### src/rtl/fft_mag_writer_pkg.sv
// ============================================================================
// Module   : fft_pkg
// Brief    : Shared frame geometry, sample/magnitude types and FSM states for
//            the FFT magnitude writer and its freqdetect consumer.
// Revision : 1.0
// ============================================================================
`default_nettype none

package fft_pkg;

   localparam int NBINS = 1024;
   localparam int ADDRW = 10;
   localparam int DW    = 14;
   localparam int MAGW  = 28;

   typedef logic [ADDRW-1:0] bin_addr_t;
   typedef logic [MAGW-1:0]  mag_t;

   typedef enum logic [1:0] {
      IDLE  = 2'd0,
      WRITE = 2'd1,
      DRAIN = 2'd2,
      DONE  = 2'd3
   } state_t;

endpackage

`default_nettype wire

### src/rtl/fft_mag_writer_mag_sq.sv
// ============================================================================
// Module   : mag_sq
// Brief    : 3-stage squared-magnitude pipeline (re^2 + im^2) carrying a
//            valid bit and the RAM address as sideband.
// Revision : 1.0
// ============================================================================
`default_nettype none

module mag_sq
   import fft_pkg::*;
(
   input  logic                 clk,
   input  logic                 reset,
   input  logic                 i_flush,
   input  logic                 i_valid,
   input  bin_addr_t            i_addr,
   input  logic signed [DW-1:0] i_re,
   input  logic signed [DW-1:0] i_im,
   output logic                 o_valid,
   output bin_addr_t            o_addr,
   output mag_t                 o_mag
);

   logic                   r_v1, r_v2, r_v3;
   bin_addr_t              r_a1, r_a2, r_a3;
   logic signed [DW-1:0]   r_re1, r_im1;
   logic [2*DW-1:0]        r_rr2, r_ii2;
   mag_t                   r_sum3;

   logic signed [2*DW-1:0] w_rr;
   logic signed [2*DW-1:0] w_ii;
   mag_t                   w_sum;

   // Squares are non-negative and at most 2^(2*DW-2), so the signed product
   // can be reinterpreted as unsigned without loss.
   assign w_rr  = r_re1 * r_re1;
   assign w_ii  = r_im1 * r_im1;
   assign w_sum = MAGW'(r_rr2) + MAGW'(r_ii2);

   always_ff @(posedge clk) begin
      if (reset) begin
         r_v1 <= 1'b0;
         r_v2 <= 1'b0;
         r_v3 <= 1'b0;
      end else begin
         r_v1 <= i_valid & ~i_flush;
         r_v2 <= r_v1 & ~i_flush;
         r_v3 <= r_v2 & ~i_flush;
      end
   end

   always_ff @(posedge clk) begin
      if (reset) begin
         r_a1   <= '0;
         r_a2   <= '0;
         r_a3   <= '0;
         r_re1  <= '0;
         r_im1  <= '0;
         r_rr2  <= '0;
         r_ii2  <= '0;
         r_sum3 <= '0;
      end else begin
         r_a1   <= i_addr;
         r_re1  <= i_re;
         r_im1  <= i_im;
         r_a2   <= r_a1;
         r_rr2  <= w_rr;
         r_ii2  <= w_ii;
         r_a3   <= r_a2;
         r_sum3 <= w_sum;
      end
   end

   assign o_valid = r_v3;
   assign o_addr  = r_a3;
   assign o_mag   = r_sum3;

endmodule

`default_nettype wire

### src/rtl/fft_mag_writer.sv
// ============================================================================
// Module   : fft_mag_writer
// Brief    : Streams FFT bins through a squared-magnitude pipeline into FFT_RAM
//            and holds each stored frame until freqdetect releases it.
//            Optional macro FFTMAG_DC_ZERO_EN forces bin 0 to be written as 0.
// Revision : 1.0
// ============================================================================
`default_nettype none

module fft_mag_writer
   import fft_pkg::*;
(
   input  logic                 clk,
   input  logic                 reset,
   input  logic                 in_valid,
   output logic                 in_ready,
   input  logic                 in_sop,
   input  logic                 in_eop,
   input  logic signed [DW-1:0] in_re,
   input  logic signed [DW-1:0] in_im,
   output logic                 wren,
   output bin_addr_t            wraddr,
   output mag_t                 data,
   output logic                 fftdone,
   input  logic                 detectdone,
   output logic                 frame_err
);

   localparam bin_addr_t c_last_bin = bin_addr_t'(NBINS - 1);

   state_t    r_state;
   state_t    w_next;
   bin_addr_t r_cnt;
   logic      r_frame_err;
   logic      r_wren;
   bin_addr_t r_wraddr;
   mag_t      r_data;

   logic      w_accept;
   logic      w_launch;
   logic      w_flush;
   logic      w_err;
   bin_addr_t w_idx;
   bin_addr_t w_launch_addr;
   logic      w_mag_valid;
   bin_addr_t w_mag_addr;
   mag_t      w_mag;
   mag_t      w_wdata;

   assign in_ready = (r_state == IDLE) || (r_state == WRITE);
   assign fftdone  = (r_state == DONE);
   assign w_accept = in_valid & in_ready;
   assign w_idx    = r_cnt + 1'b1;

   always_ff @(posedge clk) begin
      if (reset) begin
         r_state <= IDLE;
      end else begin
         r_state <= w_next;
      end
   end

   always_comb begin
      w_next = r_state;
      case (r_state)
         IDLE: begin
            if (w_accept && in_sop) begin
               w_next = WRITE;
            end
         end
         WRITE: begin
            if (w_accept && !in_sop) begin
               if (w_idx == c_last_bin) begin
                  w_next = DRAIN;
               end else if (in_eop) begin
                  w_next = IDLE;
               end
            end
         end
         DRAIN: begin
            if (r_wren && (r_wraddr == c_last_bin)) begin
               w_next = DONE;
            end
         end
         DONE: begin
            if (detectdone) begin
               w_next = IDLE;
            end
         end
         default: w_next = IDLE;
      endcase
   end

   // A mid-frame sop restarts at bin 0 and takes priority over the end checks.
   always_comb begin
      w_launch      = 1'b0;
      w_flush       = 1'b0;
      w_err         = 1'b0;
      w_launch_addr = '0;
      case (r_state)
         IDLE: begin
            w_launch = w_accept & in_sop;
         end
         WRITE: begin
            if (w_accept) begin
               if (in_sop) begin
                  w_launch = 1'b1;
                  w_err    = 1'b1;
               end else if (in_eop && (w_idx != c_last_bin)) begin
                  w_flush  = 1'b1;
                  w_err    = 1'b1;
               end else begin
                  w_launch      = 1'b1;
                  w_launch_addr = w_idx;
                  w_err         = (w_idx == c_last_bin) && !in_eop;
               end
            end
         end
         default: ;
      endcase
   end

   always_ff @(posedge clk) begin
      if (reset) begin
         r_cnt       <= '0;
         r_frame_err <= 1'b0;
      end else begin
         r_frame_err <= w_err;
         if (w_launch) begin
            r_cnt <= w_launch_addr;
         end
      end
   end

   mag_sq u_mag_sq (
      .clk     (clk),
      .reset   (reset),
      .i_flush (w_flush),
      .i_valid (w_launch),
      .i_addr  (w_launch_addr),
      .i_re    (in_re),
      .i_im    (in_im),
      .o_valid (w_mag_valid),
      .o_addr  (w_mag_addr),
      .o_mag   (w_mag)
   );

`ifdef FFTMAG_DC_ZERO_EN
   assign w_wdata = (w_mag_addr == '0) ? '0 : w_mag;
`else
   assign w_wdata = w_mag;
`endif

   always_ff @(posedge clk) begin
      if (reset) begin
         r_wren   <= 1'b0;
         r_wraddr <= '0;
         r_data   <= '0;
      end else begin
         r_wren <= w_mag_valid;
         if (w_mag_valid) begin
            r_wraddr <= w_mag_addr;
            r_data   <= w_wdata;
         end
      end
   end

   assign wren      = r_wren;
   assign wraddr    = r_wraddr;
   assign data      = r_data;
   assign frame_err = r_frame_err;

endmodule

`default_nettype wire

### config.mk
export PLATFORM = sky130hd
export DESIGN_NAME = fft_mag_writer
export DESIGN_NICKNAME = d
export VERILOG_FILES = /design/src/rtl/fft_mag_writer_pkg.sv /design/src/rtl/fft_mag_writer_mag_sq.sv /design/src/rtl/fft_mag_writer.sv
export SDC_FILE = /design/constraint.sdc
export NUM_CORES = 1
export LEC_CHECK = 0
export BUFFER_PORTS_ARGS = -buffer_cell sky130_fd_sc_hd__buf_2
export CORE_MARGIN = 4
export CORE_UTILIZATION = 40
export CTS_BUF_LIST = sky130_fd_sc_hd__clkbuf_4
export CTS_CLUSTER_DIAMETER = 200
export DETAILED_ROUTE_END_ITERATION = 16
export SYNTH_ARGS = -nofsm -noshare
export SYNTH_HDL_FRONTEND = slang
export SYNTH_SLANG_ARGS = --single-unit
### constraint.sdc
create_clock -name clk -period 7.2 [get_ports clk]
set_clock_uncertainty 0.2 [all_clocks]
set_input_delay 0.36 -clock clk [delete_from_list [all_inputs] [get_ports clk]]
set_output_delay 0.36 -clock clk [all_outputs]
set_load 0.02 [all_outputs]
# After elaboration in Yosys (flattened, before gate mapping)
# Cells that the tools add are included.
totals:
  ff_bits: 197
  latch_bits: 0
  mem_bits_rw: 0
  rom_bits: 0
  inputBits: 34
  output_inout_bits: 42
  mem_count: 0
classes:
  add_sub_neg: 2
  multipliers: 2
  n_div: 0
  order_cmp: 0
  n_eq_ne: 11
  shifts: 0
  muxes: 21
  n_bitwise: 8
  n_reduce_logical: 11
op_table:
  columns: ["operator", "n"]
  rows:
  - ["$mul 14x14->28", 2]
  - ["$mux 10", 4]
  - ["$add 28x28->28", 1]
  - ["$eq 10x10->1 const B", 2]
  - ["$mux 2", 6]
  - ["$add 10x1->10 const B", 1]
  - ["$ne 10x10->1 const B", 1]
  - ["$mux 1", 9]
  - ["$pmux 2 s4", 1]
  - ["$ne 2x1->1 const B", 3]
  - ["$and 1x1->1", 5]
  - ["$logic_and 1x1->1", 5]
  - ["$reduce_and 5->1", 1]
  - ["$eq 2x2->1 const B", 2]
  - ["$ne 3x2->1 const B", 1]
  - ["$not 1->1", 3]
  - ["$reduce_or 3->1", 1]
  - ["$eq 2x1->1 const B", 1]
  - ["$logic_not 1->1", 2]
  - ["$logic_not 2->1", 1]
  - ["$ne 2x2->1 const B", 1]
  - ["$pmux 1 s2", 1]
  - ["$logic_or 1x1->1", 1]

# Logic depth before layout (Yosys ltp)
depth:
  depth_word: 9
  ltp_mapped: 24
  depth_no_buf: 23

# Modules after synthesis
# From an unflattened synthesis, not the netlist that was laid out.
hier_totals:
  hier_cells: 2172
  hier_area_um2: 20588.5
modules_own_cells:
  columns: ["module", "n_inst", "cells_per_inst", "area_each_um2", "seq_area_each_um2"]
  rows:
  - ["mag_sq", 1, 1930, 18375.1, 2862.7]
  - ["fft_mag_writer", 1, 242, 2213.4, 1041.0]

# Least setup slack after synthesis
# OpenSTA, ideal clock, no wires.
synth_path:
  path_type: "reg2reg"
  startpoint: "reg u_mag_sq.r_im1[13]"
  endpoint: "reg u_mag_sq.r_ii2[25]"
  setup_ps: 128
  t_arrival_ps: 5966
  required_ps: 6872
  slack_ps: 906
  path_stages_with_launch: 21
  path_cell_list: "dfxtp_1 clkbuf_1 nand2_1 fa_1 fa_1 inv_1 fa_1 fa_1 fa_1 inv_1 fa_1 inv_1 ha_1 a21o_1 a211o_1 a211oi_1 a211oi_1 or3_1 a21oi_1 xor2_1 nor2_1"
synth_via:
  elab_chain_len: 1
synth_lines:
  columns: ["element", "line_no", "source"]
  rows:
  - ["start, declared", "fft_mag_writer_mag_sq.sv:26", "logic signed [DW-1:0] r_re1, r_im1;"]
  - ["start signal, assigned", "fft_mag_writer_mag_sq.sv:65", "r_im1 <= i_im;"]
  - ["$mul 14x14->28", "fft_mag_writer_mag_sq.sv:37", "assign w_ii = r_im1 * r_im1;"]
  - ["end signal, assigned", "fft_mag_writer_mag_sq.sv:68", "r_ii2 <= w_ii;"]
  - ["end, declared", "fft_mag_writer_mag_sq.sv:27", "logic [2*DW-1:0] r_rr2, r_ii2;"]
# Every way passes these cells.
# A chain may end at the register's enable or synchronous reset.

# Final worst setup path
layout_path:
  startpoint: "reg u_mag_sq.r_re1[6]"
  endpoint: "reg u_mag_sq.r_rr2[23]"
layout_via:
  elab_chain_len: 1
layout_lines:
  columns: ["element", "line_no", "source"]
  rows:
  - ["start, declared", "fft_mag_writer_mag_sq.sv:26", null]
  - ["start signal, assigned", "fft_mag_writer_mag_sq.sv:64", "r_re1 <= i_re;"]
  - ["$mul 14x14->28", "fft_mag_writer_mag_sq.sv:36", "assign w_rr = r_re1 * r_re1;"]
  - ["end signal, assigned", "fft_mag_writer_mag_sq.sv:67", "r_rr2 <= w_rr;"]
  - ["end, declared", "fft_mag_writer_mag_sq.sv:27", null]
# Every way passes these cells.

==> flow_summary.ini <==
[synth]
synth_fp_nets = 2663
yosys.area.top_type_share_pct = 34.6
ys_top_cells_by_area = fa_1 (35%), dfxtp_1 (19%), ha_1 (10%), inv_1 (8.8%), nor2_1 (2.9%)
syn-mean-instance-area_um2 = 9.56
ys_seq_elements = 195
synthArstFlopShare_pct = 0
synth_edf_count = 0
synth_top_cell_by_area = fa_1
yosys_warnings = 0
synth_area_um2 = 20200
ys_types = 60
syn_inst = 2118
synthFlopType = dfxtp_1
seq_area_frac_synth_pct = 19.3

[layout]
layout-drive-gt1-share_pct = 6.68
nets = 2763
final_common_cell = inv_1
syn2layout_area_growth_pct = 9.56
layout_common_cells = inv_1 (472), fa_1 (350), dfxtp_1 (190)
final_cells = 2905

[pwr]
p_leak_nw = 11.2
total_power_w = 0.00464
p_per_area_nw_per_um2 = 209
irDropWorstVdd_mv = 0.166

[clocking]
ctsLongestPathBuffers = 2
tritoncts = built
cts_made_buffers = 17
numClockSinks = 195
cts-root-buf = clkbuf_4
clk_pin_slew_ns = 0.21
htreeDepth = 4
clock_latency_ns = 0.72

[global_route]
grt_use_met2_pct = 27.1
grt_pass1_vias = 14700
antenna_found_initial = 1
gr-total-overflow = 0
use_met1_pct = 19.8
grt_pass1_wl_mm = 68.7
grt_most_used_layer = met2
use_met3_pct = 2.95
grt_max_degree = 122
track_usage_pct = 15.7

[critical_path]
cp-end-kind = flip-flop
arrival_ns = 7.11
rr_worst_depth = 23
path_class = reg2reg
cp_max_fo = 13
rr_endpoint = u_mag_sq.r_rr2[23]$_SDFF_PP0_
worstSetupStartpoint = u_mag_sq.r_re1[6]$_SDFF_PP0_
rrSetupSlack_ns = 0.47
r2r_start = u_mag_sq.r_re1[6]$_SDFF_PP0_
worstPathRequired_ns = 7.58
critPathCapture = u_mag_sq.r_rr2[23]$_SDFF_PP0_
critical_path.startpoint_type = flip-flop

[sta]
relSlewSlack_pct = 42.2
fin_tns_setup_ns = 0
timing.final.crit_share_pct = 93.5
finalCriticalPeriod_ns = 6.73
drv_slew = 0
hold_viol_final = 0
worst_pin_slew_ns = 0.867
whs_ns = 0.178
max_freq_ghz = 0.149
setup_viol_count_final = 0
rsz0062_at_grt = false

[floorplan]
dieArea_um2 = 54300
core-area_um2 = 50100
initial_core_util_pct = 40.4
die_y_um = 233
row_count = 82
die_x_um = 233
ios = 76

[detailed_routing]
drc_errors = 0
drt-total-wl_mm = 39.6
wire_per_inst_um = 13.6
ant_nets = 0
viasPerCell = 4.77
first_pass_iters = 5
first_iter_violations = 579
dr_total_vias = 13800

[placed_design]
gp_congestion = 0.846
hpwl_mm = 32.4
numPlacedInstances = 2820
place.port_buffers = 75

[hold_path]
hp-class = in2reg

[run]
drv_cap = 0

[status]
status = finished clean
## state kept, by name, summed over array words and instances, names as in the netlist
name	cells
data	28
u_mag_sq.o_mag	28
u_mag_sq.r_ii2	27
u_mag_sq.r_rr2	27
u_mag_sq.r_im1	14
u_mag_sq.r_re1	14
r_cnt	10
u_mag_sq.o_addr	10
u_mag_sq.r_a1	10
u_mag_sq.r_a2	10
wraddr	10
r_state	2
frame_err	1
u_mag_sq.o_valid	1
u_mag_sq.r_v1	1
u_mag_sq.r_v2	1
wren	1
## cell type report
class / instances / area [um2]
well taps: 672 / 841
diodes: 2 / 5.00
flip-flops and latches: 195 / 3910
repair buffers: 140 / 997
fillers: 4890 / 27900
inverters: 472 / 1770
clock inverters: 14 / 193
multi-input cells: 1392 / 14300
clock buffers: 18 / 135
## what timing repair did
action	4_1_cts	5_1_grt
hold buffers	51	0
buffers inserted	0	0
endpoints found under the setup margin	0	3
resized for setup	0	4
hold endpoints to repair	123	0
## power by group
part	switching [W]	internal, W	total, W
Combinational	0.00149	0.00115	0.00264
Clock	0.000439	0.000230	0.000669
Sequential	0.0000903	0.00124	0.00133
## routing by layer
| metal | part of all wire, % | wire length (um) |
|---|---|---|
| met5 | 0 | 0 |
| met4 | 2.3 | 894 |
| met3 | 3.9 | 1540 |
| met2 | 50 | 19900 |
| met1 | 44 | 17200 |
## cell families after synthesis
logic type | synth area share [%]
compound gates | 6.55
xor+xnor | 4.28
fa+ha+maj | 44.6
buf+inv | 9.94
flops | 19.3
mux | 2.17
simple gates | 13.2
## synth_stat cells, types with 25 or more instances
cell type	instances
inv_1	472
clkbuf_1	51
o21ai_0	27
nor2b_1	93
dfxtp_1	195
fa_1	350
xnor2_1	60
nor2_1	158
nand2_1	118
ha_1	161
xor2_1	39
a21o_1	34
and2_1	76
nor3_1	25
mux2i_1	39
a21oi_1	60
## metrics by stage
stage	utilization, %	setup WS [ns]	cell area, um2
floorplan	-	0.906	20200
global placement	42.6	0.505	21300
detailed placement	42.6	0.403	21300
CTS	44.3	0.326	22200
global route	44.3	0.0846	22200
finish	44.3	0.470	22200
## worst min path at each step
| stage | startpoint | end | slack (ns) | cells after the start |
|---|---|---|---|---|
| finish | in_im[5] | u_mag_sq.r_im1[5]$_SDFF_PP0_ | 0.18 | 3 |
| global route | in_im[5] | u_mag_sq.r_im1[5]$_SDFF_PP0_ | 0.13 | 3 |
| CTS | in_im[5] | u_mag_sq.r_im1[5]$_SDFF_PP0_ | 0.06 | 3 |
| detailed placement | u_mag_sq.r_v1$_SDFF_PP0_ | u_mag_sq.r_v2$_SDFF_PP0_ | 0.22 | 1 |
| global placement | u_mag_sq.r_v1$_SDFF_PP0_ | u_mag_sq.r_v2$_SDFF_PP0_ | 0.21 | 1 |
| floorplan | u_mag_sq.r_v2$_SDFF_PP0_ | u_mag_sq.o_valid$_SDFF_PP0_ | 0.21 | 1 |
## worst max-delay path, cell delays in order, from the launching register on
cell and delay (ns):
dfxtp_1 0.73, inv_1 0.26, nor2_1 0.26, fa_1 0.45, inv_1 0.08, fa_1 0.16
inv_1 0.05, fa_1 0.54, inv_1 0.06, fa_1 0.53, inv_1 0.05, fa_1 0.47
inv_1 0.05, fa_1 0.47, inv_1 0.04, ha_1 0.31, a21oi_1 0.21, o21ai_1 0.12
or4_1 0.47, a21oi_1 0.31, o31ai_2 0.18, a21oi_1 0.34, xor2_1 0.18, nor2_1 0.05
(Power assumes the default switching activity.)
